--- src/rtl/div_result_buffer.sv ---
// div_result_buffer
// Two-entry FIFO that captures quotient/remainder results from the unsigned
// divider core. It presents them downstream over a valid/ready handshake.
//
// Ports:
//   i_clk      system clock, all state on posedge
//   rst_n      synchronous active-low reset
//   done       one-cycle result strobe from the divider
//   q_in/r_in  quotient / remainder from the divider
//   dz_in      divide-by-zero flag for this result
//   full       buffer holds DEPTH entries; the divider must not start
//   res_valid  head entry available
//   res_ready  downstream accepts head entry
//   q_out/r_out/dz_out  head entry (registered)
//   count      entries held, 0..2
//   overflow   sticky: a done strobe was dropped
//   clr_ovf    clears overflow (a drop in the same cycle wins)
module div_result_buffer #(
  parameter int WIDTH = 4,
  parameter int DEPTH = 2
) (
  input  logic             i_clk,
  input  logic             rst_n,
  input  logic             done,
  input  logic [WIDTH-1:0] q_in,
  input  logic [WIDTH-1:0] r_in,
  input  logic             dz_in,
  output logic             full,
  output logic             res_valid,
  input  logic             res_ready,
  output logic [WIDTH-1:0] q_out,
  output logic [WIDTH-1:0] r_out,
  output logic             dz_out,
  output logic [1:0]       count,
  output logic             overflow,
  input  logic             clr_ovf
);

  localparam logic [1:0] LP_DEPTH = 2'(DEPTH);

  logic [WIDTH-1:0] r_mem_q  [2];
  logic [WIDTH-1:0] r_mem_r  [2];
  logic             r_mem_dz [2];
  logic             r_wptr;
  logic             r_rptr;
  logic [1:0]       r_count;
  logic             r_full;
  logic             r_res_valid;
  logic [WIDTH-1:0] r_q_out;
  logic [WIDTH-1:0] r_r_out;
  logic             r_dz_out;
  logic             r_overflow;

  logic             w_pop;
  logic             w_push;
  logic             w_drop;
  logic [1:0]       w_count_nxt;
  logic             w_rptr_nxt;
  logic [WIDTH-1:0] w_head_q;
  logic [WIDTH-1:0] w_head_r;
  logic             w_head_dz;

  // A pop in the same cycle frees a slot, so a full buffer still accepts.
  // rst_n gates push so the reset-less storage ignores done during reset.
  assign w_pop  = r_res_valid && res_ready;
  assign w_push = rst_n && done && ((r_count != LP_DEPTH) || w_pop);
  assign w_drop = done && (r_count == LP_DEPTH) && !w_pop;

  always_comb begin
    w_count_nxt = r_count + 2'(w_push) - 2'(w_pop);
    w_rptr_nxt  = r_rptr ^ w_pop;
    w_head_q    = r_mem_q[w_rptr_nxt];
    w_head_r    = r_mem_r[w_rptr_nxt];
    w_head_dz   = r_mem_dz[w_rptr_nxt];
    // The next head is the entry being written this cycle, so bypass the
    // storage. This happens on an empty push or a push+pop with one entry.
    if (w_push && (r_wptr == w_rptr_nxt)) begin
      w_head_q  = q_in;
      w_head_r  = r_in;
      w_head_dz = dz_in;
    end
  end

  // Storage stage: entries are write-only from the divider side, no reset
  always_ff @(posedge i_clk) begin
    if (w_push) begin
      r_mem_q[r_wptr]  <= q_in;
      r_mem_r[r_wptr]  <= r_in;
      r_mem_dz[r_wptr] <= dz_in;
    end
  end

  // Control and output stage: pointers, count, flags and head copy
  always_ff @(posedge i_clk) begin
    if (!rst_n) begin
      r_wptr      <= 1'b0;
      r_rptr      <= 1'b0;
      r_count     <= 2'd0;
      r_full      <= 1'b0;
      r_res_valid <= 1'b0;
      r_q_out     <= '0;
      r_r_out     <= '0;
      r_dz_out    <= 1'b0;
      r_overflow  <= 1'b0;
    end else begin
      r_wptr      <= r_wptr ^ w_push;
      r_rptr      <= w_rptr_nxt;
      r_count     <= w_count_nxt;
      r_full      <= (w_count_nxt == LP_DEPTH);
      r_res_valid <= (w_count_nxt != 2'd0);
      // Outputs keep their last values once the buffer drains.
      if (w_count_nxt != 2'd0) begin
        r_q_out  <= w_head_q;
        r_r_out  <= w_head_r;
        r_dz_out <= w_head_dz;
      end
      if (w_drop) begin
        r_overflow <= 1'b1;
      end else if (clr_ovf) begin
        r_overflow <= 1'b0;
      end
    end
  end

  assign full      = r_full;
  assign res_valid = r_res_valid;
  assign q_out     = r_q_out;
  assign r_out     = r_r_out;
  assign dz_out    = r_dz_out;
  assign count     = r_count;
  assign overflow  = r_overflow;

endmodule

--- config.mk ---
export PLATFORM = sky130hd
export DESIGN_NAME = div_result_buffer
export DESIGN_NICKNAME = d
export VERILOG_FILES = /design/src/rtl/div_result_buffer.sv
export SDC_FILE = /design/constraint.sdc
export NUM_CORES = 1
export LEC_CHECK = 0
export CAP_MARGIN = 20
export CORE_ASPECT_RATIO = 0.6
export CORE_MARGIN = 1.5
export CORE_UTILIZATION = 31
export DETAILED_ROUTE_END_ITERATION = 12
export HOLD_SLACK_MARGIN = 0.05
export SYNTH_ARGS = -nofsm -noshare
export SYNTH_HDL_FRONTEND = slang
export SYNTH_SLANG_ARGS = --single-unit
--- constraint.sdc ---
create_clock -name i_clk -period 6.7 [get_ports i_clk]
set_clock_uncertainty 0.2 [all_clocks]
set_input_delay 1.34 -clock i_clk [delete_from_list [all_inputs] [get_ports i_clk]]
set_output_delay 1.34 -clock i_clk [all_outputs]
set_load 0.02 [all_outputs]
## After elaboration in Yosys (flattened, before gate mapping)

Memories as Yosys holds them, arrays and structs flattened. A register that Yosys moved wholly into a read port is not among the register bits.
Cells that the tools add are included.

- $add $sub $neg: 2
- Equality and inequality tests: 3
- Multiplexer cells: 4
- Bitwise logic cells: 2
- Reductions and logical operators: 12

Operators with widths:

| kind | count |
|---|---|
| $logic_and A1 B1 Y1 | 5 |
| $eq A2 B2 Y1 const B | 2 |
| $logic_not A1 Y1 | 4 |
| $mux W1 | 4 |
| $reduce_bool A2 Y1 | 2 |
| $add A2 B1 Y2 | 1 |
| $ne A2 B2 Y1 const B | 1 |
| $sub A2 B1 Y2 | 1 |
| $xor A1 B1 Y1 | 2 |
| $logic_or A1 B1 Y1 | 1 |

- Register bits: 7
- Bits in writable memories: 18
- Bits of input ports: 14
- Memories kept: 3

Memory list:

| memory | depth | width | read ports | clocked after Yosys merged registers in | wr ports | RTL line | RTL |
|---|---|---|---|---|---|---|---|
| r_mem_q | 2 | 4 | 1 | 1 | 1 | 41 | `logic [WIDTH-1:0] r_mem_q [2];` |
| r_mem_r | 2 | 4 | 1 | 1 | 1 | 42 | `logic [WIDTH-1:0] r_mem_r [2];` |
| r_mem_dz | 2 | 1 | 1 | 1 | 1 | 43 | `logic r_mem_dz [2];` |

## Depth between registers and ports, before layout

Gate-level depths: netlist of the first run.

- Depth in word-level cells: 6
- Gate-level depth with buffers: 14
- Depth with buffers taken out: 10

## Worst setup path after synthesis of the first run

Ideal clock, no wire load.

- Kind: in2reg
- From: in res_ready
- To: reg r_q_out[2] (netlist: q_out[2]) (read register of r_mem_q)
- Setup time: 0.062 ns
- Data arrival time: 3.561 ns
- Required time: 6.438 ns
- Path slack: 2.877 ns
- Cell stages on the path: 14
- Cells stage by stage: buf_4 > and2_4 > buf_6 > o311a_4 > buf_6 > buf_2 > inv_1 > ha_1 > inv_1 > ha_1 > xor3_1 > nor2_1 > nor2_1 > a32o_1

- Word-level cells in the longest chain between the ends: 6
- Elaborated cells on any way between the ends: 7
- Classes of those cells: 2 x add/sub; 1 x bitwise; 4 x reduce/logical

Ends and longest elaborated chain:

| element | RTL line | RTL |
|---|---|---|
| start, declared | 30 | `input logic res_ready,` |
| $logic_and A1 B1 Y1 (*) | 65 | `assign w_pop = r_res_valid && res_ready;` |
| $logic_or A1 B1 Y1 | 66 | `assign w_push = rst_n && done && ((r_count != LP_DEPTH) \|\| w_pop);` |
| $logic_and A1 B1 Y1 | 66 |  |
| $add A2 B1 Y2 | 70 | `w_count_nxt = r_count + 2'(w_push) - 2'(w_pop);` |
| $sub A2 B1 Y2 | 70 |  |
| $reduce_bool A2 Y1 | 112 | `if (w_count_nxt != 2'd0) begin` |
| end, declared | 49 | `logic [WIDTH-1:0] r_q_out;` |

Every way passes the cells marked *; elsewhere a longest branch is shown, timed or not.
A chain may end at the register's enable or synchronous reset.

## Worst setup path after layout of the first run

Same ends and word-level chain as after synthesis.

==> flow_summary.ini, run 1 <==
[floorplan]
rows = 19
die_h_um = 57.8
die_w_um = 94.4
start_util = 0.332
die-area_um2 = 5460
ios = 28
fp.coreArea_um2 = 4680

[synth]
yosysMostFrequentCell = edfxtp_1
ys_seq_elements = 34
synth_common_cells = edfxtp_1 (18), dfxtp_1 (16), nand2b_1 (10)
yosysTopAreaCell = edfxtp_1
yosysSeqAreaShare = 0.554
synth_edf_count = 18
synth_top_area_frac = 0.348
synth-warning-count = 0
async_flop_share = 0
synthFlopType = edfxtp_1
synth.avg_cell_area_um2 = 12.4
yosys-top-cells-area = edfxtp_1 (35%), dfxtp_1 (21%), a221o_1 (5.8%)
synth_area_um2 = 1550
synthDistinctLibCells = 24
netlist_instances = 125
syn_nets = 143

[clock_network]
cts_tree = built
h-tree-depth = 2
postCtsSetupBuffers = 0
cts_sinks = 34
clockBufferDepth = 2
cts_hold_buffers = 0
clk_latency_ps = 280
cts_resized = 0
path_clk_slew_ps = 60
clock-root-buffer = clkbuf_8
numCtsBuffers = 5

[global_routing]
grt_max_degree = 22
track_usage = 0.137
grt_pass1_wl_um = 5390
antenna_found_initial = 0
grt_pass1_vias = 1004
overflow = 0

[routing]
vias = 1085
drc = 0
wirelength_um = 3470
drtPass1Iterations = 4
via_per_inst = 5.07
drt-met1-wl_um = 1750
wl_met2_um = 1480
drt_iter0_drc = 50
topRoutingLayerUsed = met3
ant_nets = 0
wl_per_cell_um = 16.2
met3_length_um = 237

[timing]
period_needed_ps = 4430
finalSetupTns_ps = 0
finalMaxSlewViolations = 0
fmax_mhz = 226
maxSlewHeadroom = 0.403
rsz0062_at_grt = false
hold_violations = 0
setup_violations = 0
fin_crit_sh = 0.662
tightest_slew_ps = 891

[finish]
antenna_cells = 0
drive_gt1_frac = 0.0596
final_area_um2 = 1930
nets = 168
area_growth_pct = 24.3
multi_input_area_um2 = 607
finish.utilization = 0.412
seq_area_um2 = 861
nFillCells = 455

[min_path]
hp-class = reg2reg
hold_path_depth = 1

[setup_path]
worstSetupStartpointType = primary input
arrival_ps = 4450
setup.worst_path.end_class = flip-flop
reg2reg_depth = 10
cp.required_ps = 6720
crit_type = in2reg
crit_fanout = 21

[pwr]
p_per_area_nw_per_um2 = 379
leakage_nw = 0.670
vdd_drop_max_mv = 0.124

[placed_design]
dp_hpwl_um = 2360
portBuffers = 27
dpl_cell_area_um2 = 1840
routabilityCongestion = 0.747

[outcome]
status = finished clean

[flow_run]
maxCapViolations = 0
## area by class of cell
class                   count  area share
well taps                  63      0.0409
clock inverters             2     0.00389
inverters                   6      0.0117
multi-input cells          76       0.315
repair buffers             27       0.140
flip-flops and latches     34       0.446
clock buffers               6      0.0428
## report_power, final
group	internal (mW)	switching (mW)
Clock	0.0808	0.0696
Sequential	0.259	0.0325
Combinational	0.133	0.157
Total	0.472	0.259
## layer usage
layer  up-vias  GRT usage
met3         0     0.0564
met2        34      0.191
met1       519      0.196
met5         -          0
met4         0     0.0341
li1        532          -
## worst max-delay path, cell delays in order
cell             delay [ps]
clkdlybuf4s50_1         660
and2_4                  320
o311a_4                 340
inv_1                    90
ha_1                    270
inv_1                    40
ha_1                    180
xor3_1                  250
nor2_1                   60
nor2_1                  620
a32o_1                  270
## flip-flops by register name (all words and copies together), names as in the netlist
register and count:
res_valid 1, q_out 4, r_mem_r 8, r_mem_dz 2
r_out 4, r_rptr 1, overflow 1, full 1
dz_out 1, r_wptr 1, r_mem_q 8, count 2
## stage by stage
stage	hold slack, ps	setup WS [ps]	std cells	power (mW)
floorplan	360	2880	125	0.488
global placement	252	2120	206	0.574
detailed placement	259	1970	206	0.585
CTS	275	2250	214	0.735
global route	295	2040	214	0.776
finish	271	2270	214	0.731
## placed cells by master (no fill, tap or decap)
cell / instances
edfxtp_1: 18
xnor2_2: 1
inv_1: 6
dfxtp_1: 16
a21oi_1: 1
and2_4: 1
o311a_4: 1
clkdlybuf4s50_1: 27
and2_1: 3
nand4_1: 9
nand2b_1: 10
nor2b_1: 1
clkbuf_8: 6
xor2_1: 2
clkinv_1: 2
ha_1: 4
a32o_1: 9
nor4b_1: 1
nor2_1: 5
xor3_1: 1
a221o_1: 9
nand3b_1: 9
o21ai_0: 9
## worst paths after layout
path,slack [ps],to,from
setup / recovery,2270,q_out[2]$_SDFFE_PN0P_,res_ready
hold / removal,270,r_out[1]$_SDFFE_PN0P_,r_out[1]$_SDFFE_PN0P_
hold reg to reg,270,r_out[1]$_SDFFE_PN0P_,r_out[1]$_SDFFE_PN0P_
setup reg to reg,3450,q_out[2]$_SDFFE_PN0P_,res_valid$_SDFF_PN0_
## kinds of logic after synthesis
family                   share of synthesized area
XOR/XNOR                                    0.0371
AO/OA/AOI/OAI                                0.162
AND/OR/NAND/NOR                              0.160
buffers and inverters                       0.0548
flip-flops                                   0.554
adder cells (fa/ha/maj)                     0.0322
No activity file was read; power rests on OpenSTA's default activity.
==> run 2: changes to the inputs <==
- clock period: 6.7 -> 4.1 ns (I/O delays scaled with it)
==> flow_summary.ini, run 2 (same netlist as run 1, synthesis figures left out) <==
[setup_path]
setup.worst_path.end_class = flip-flop
r2r-end = q_out[2]$_SDFFE_PN0P_
crit_type = in2reg
arrival_ps = 3660
rrSetupSlack_ps = 840
crit_slowest_cell = nor2_1
crit-reg2reg-launch = res_valid$_SDFF_PN0_
crit_chain = clkdlybuf4s50_1 -> and2_4 -> o311a_4 -> inv_1 -> ha_1 -> inv_1 -> ha_1 -> xor3_1 -> nor2_1 -> nor2_1 -> a32o_1
cp.required_ps = 4130
cpPeakStageDelay_ps = 610
worstSetupStartpointType = primary input
crit_fanout = 21
reg2reg_depth = 10

[finish]
antenna_cells = 0
reg_top3 = r_mem_q: 8 flops, r_mem_r: 8 flops
nFillCells = 444
final_area_um2 = 1990
drive_gt1_frac = 0.0789
final_cell_mix = clkdlybuf4s50_1 (27), edfxtp_1 (18), dfxtp_1 (16)
final_common_cell = clkdlybuf4s50_1
nets = 169
area_growth_pct = 28.1

[clock_network]
numCtsBuffers = 5
cts_tree = built
h-tree-depth = 2
clockBufferDepth = 2
clk_latency_ps = 290
clock-root-buffer = clkbuf_8
postCtsSetupBuffers = 0
cts_sinks = 34
cts_hold_buffers = 0
cts_resized = 0
path_clk_slew_ps = 70

[floorplan]
die_w_um = 94.4
start_util = 0.332
die-area_um2 = 5460
rows = 19
die_h_um = 57.8
ios = 28
fp.coreArea_um2 = 4680

[timing]
finalSetupTns_ps = 0
hold_violations = 0
tightest_slew_ps = 862
fin_crit_sh = 0.887
maxSlewHeadroom = 0.422
fin_ws_ps = 465
finalMaxSlewViolations = 0
setup_violations = 0
fmax_mhz = 275
hold_ws_ps = 274
period_needed_ps = 3640
rsz0062_at_grt = false

[min_path]
hp-class = reg2reg
min_to = q_out[3]$_SDFFE_PN0P_
hp-start = q_out[3]$_SDFFE_PN0P_
hold_path_depth = 1

[pwr]
leakage_nw = 0.699
vdd_drop_max_mv = 0.250
p_per_area_nw_per_um2 = 670

[placed_design]
place_ws_ps = 158
routabilityCongestion = 0.729
dpl_cell_area_um2 = 1850
dp_hpwl_um = 2480
portBuffers = 27

[routing]
wirelength_um = 3610
via_per_inst = 5.21
wl_per_cell_um = 16.8
vias = 1121
drt_iter0_drc = 55
ant_nets = 0
drtPass1Iterations = 4
drc = 0

[global_routing]
overflow = 0
grt_pass1_vias = 1114
grt_max_degree = 22
antenna_found_initial = 0
grt_pass1_wl_um = 5660
track_usage = 0.145

[outcome]
status = finished clean

[flow_run]
maxCapViolations = 0
## run 2: cell types whose count changed in the layout (fill, tap and decap cells not counted)
cell and delta:
bufinv_16 +2, buf_4 +1, clkinv_1 -2
## run 2: cell type report
class	count	area, µm²	area share
Timing Repair Buffer	28	278	0.140
Multi-Input combinational cell	76	607	0.305
Tap cell	63	78.8	0.0396
Clock inverter	2	60.1	0.0302
Inverter	6	22.5	0.0113
Sequential cell	34	861	0.433
Clock buffer	6	82.6	0.0415
## run 2: worst max-delay path by stage
| stage | endpoint | cells after the start | slack, ps | start |
|---|---|---|---|---|
| finish | q_out[2]$_SDFFE_PN0P_ | 11 | 460 | res_ready |
| detailed placement | q_out[2]$_SDFFE_PN0P_ | 11 | 160 | res_ready |
| floorplan | q_out[2]$_SDFFE_PN0P_ | 14 | 800 | res_ready |
| global placement | q_out[2]$_SDFFE_PN0P_ | 11 | 280 | res_ready |
| global route | r_out[3]$_SDFFE_PN0P_ | 11 | 290 | res_ready |
| CTS | q_out[2]$_SDFFE_PN0P_ | 11 | 450 | res_ready |
## run 2: critical path, delay by kind of cell
| family | cells | cell delay (ps) |
|---|---|---|
| buffers and inverters | 3 | 600 |
| adders and majority gates | 2 | 440 |
| and+or+nand+nor | 3 | 920 |
| xor gates and xnor gates | 1 | 260 |
| AOI/OAI and AO/OA | 2 | 620 |
## run 2: power by group
part	leakage [nW]	switching, mW	internal, mW
clock network	0.0714	0.122	0.259
registers	0.297	0.0554	0.422
logic	0.331	0.256	0.218
total	0.699	0.433	0.900
## run 2: routing by layer
layer | global-route usage | vias up | routed length (µm)
met5 | 0 | - | 0
met4 | 0.0576 | 0 | 52
met3 | 0.0459 | 6 | 252
met2 | 0.214 | 42 | 1540
met1 | 0.198 | 539 | 1760
li1 | - | 534 | -
## run 2: metrics by stage
stage	util	power, mW	instances
final	0.425	1.33	215
after global routing	0.425	1.41	215
after CTS	0.425	1.35	215
after detailed placement	0.394	0.961	207
after global placement	0.394	0.939	207
after floorplan	-	0.797	125
==> run 3: changes to the inputs <==
- CORE_MARGIN: 1.5 -> 3
==> flow_summary.ini, run 3 (same netlist as run 1, synthesis figures left out) <==
[placed_design]
portBuffers = 27
dp_hpwl_um = 2440
dpl.cell_count = 208
routabilityCongestion = 0.762

[global_routing]
track_usage = 0.124
overflow = 0
grt_use_met1 = 0.162
grt_busiest_layer = met2
grt_max_degree = 22
grt_pass1_wl_um = 5490
antenna_found_initial = 0
grt.met3_usage = 0.0551
use_met2 = 0.189
grt_pass1_vias = 1072

[floorplan]
ios = 28
die_w_um = 97.4
die_h_um = 60.8
fp.coreArea_um2 = 4710
rows = 19
start_util = 0.330
die-area_um2 = 5920

[pwr]
leakage_nw = 0.673
p_per_area_nw_per_um2 = 614
vdd_drop_max_mv = 0.189

[routing]
drc = 0
wl_per_cell_um = 16.2
drtPass1Iterations = 4
wirelength_um = 3510
via_per_inst = 5.18
vias = 1119
ant_nets = 0
drt_iter0_drc = 61

[setup_path]
worstSetupStartpointType = primary input
crit_type = in2reg
crit_chain = clkdlybuf4s50_1 -> and2_4 -> o311a_4 -> inv_1 -> ha_1 -> inv_1 -> ha_1 -> xor3_1 -> nor2_1 -> nor2_1 -> a32o_1
crit_fanout = 21
crit_slowest_cell = nor2_1
critical_path_buf_inv_count = 3
cp.required_ps = 4120
cpPeakStageDelay_ps = 560
crit_family = simple AND/OR/NAND/NOR gates
setup.worst_path.end_class = flip-flop
arrival_ps = 3610

[timing]
finalMaxSlewViolations = 0
setup_violations = 0
finalSetupTns_ps = 0
hold_violations = 0
fmax_mhz = 279
maxSlewHeadroom = 0.422
rsz0062_at_grt = false
tightest_slew_ps = 863
fin_crit_sh = 0.874
period_needed_ps = 3580

[clock_network]
postCtsSetupBuffers = 0
path_clk_slew_ps = 60
numCtsBuffers = 5
h-tree-depth = 2
cts_tree = built
clock-root-buffer = clkbuf_8
cts_hold_buffers = 0
clockBufferDepth = 2
clk_latency_ps = 290
cts_sinks = 34
cts_resized = 0

[finish]
final_cell_mix = clkdlybuf4s50_1 (27), edfxtp_1 (18), dfxtp_1 (16)
nFillCells = 452
seq_area_um2 = 861
nets = 170
drive_gt1_frac = 0.0654
finalNonFillerCells = 216
reg_top3 = r_mem_q: 8 flops, r_mem_r: 8 flops
multi_input_area_um2 = 607
area_growth_pct = 24.6
antenna_cells = 0
final_common_cell = clkdlybuf4s50_1

[min_path]
hp-class = reg2reg

[outcome]
status = finished clean

[flow_run]
maxCapViolations = 0
## run 3: cell type report
type                            count  share of cell area
Sequential cell                    34               0.445
Clock buffer                        8              0.0414
Timing Repair Buffer               29               0.147
Inverter                            6              0.0116
Multi-Input combinational cell     76               0.314
Tap cell                           63              0.0408
## run 3: report_power, final
part	switching [mW]	internal, mW
registers	0.0582	0.423
logic	0.250	0.225
clock network	0.111	0.120
total	0.420	0.768
## run 3: per-stage QoR
stage / hold slack, ps / total power [mW] / util / area (µm²) / worst slack, ps
after global routing: 299 / 1.26 / 0.411 / 1930 / 330
after CTS: 280 / 1.19 / 0.411 / 1930 / 519
after global placement: 262 / 0.942 / 0.394 / 1850 / 335
final: 274 / 1.19 / 0.411 / 1930 / 518
after detailed placement: 266 / 0.960 / 0.394 / 1850 / 232
after floorplan: 360 / 0.797 / - / 1550 / 797
## run 3: worst paths after layout
| kind | start | end | slack, ps | depth (start not counted) |
|---|---|---|---|---|
| worst min register to register | r_out[1]$_SDFFE_PN0P_ | r_out[1]$_SDFFE_PN0P_ | 270 | 1 |
| worst min-delay path | r_out[1]$_SDFFE_PN0P_ | r_out[1]$_SDFFE_PN0P_ | 270 | 1 |
| worst max-delay path | res_ready | q_out[3]$_SDFFE_PN0P_ | 520 | 11 |
| worst max register to register | res_valid$_SDFF_PN0_ | q_out[3]$_SDFFE_PN0P_ | 850 | 10 |
## run 3: per-layer routing
metal / share of wire / vias up / wire, µm
met5: 0 / - / 0
met4: 0.0068 / 0 / 24
met3: 0.081 / 4 / 285
met2: 0.44 / 34 / 1540
met1: 0.47 / 545 / 1650
li1: - / 536 / -
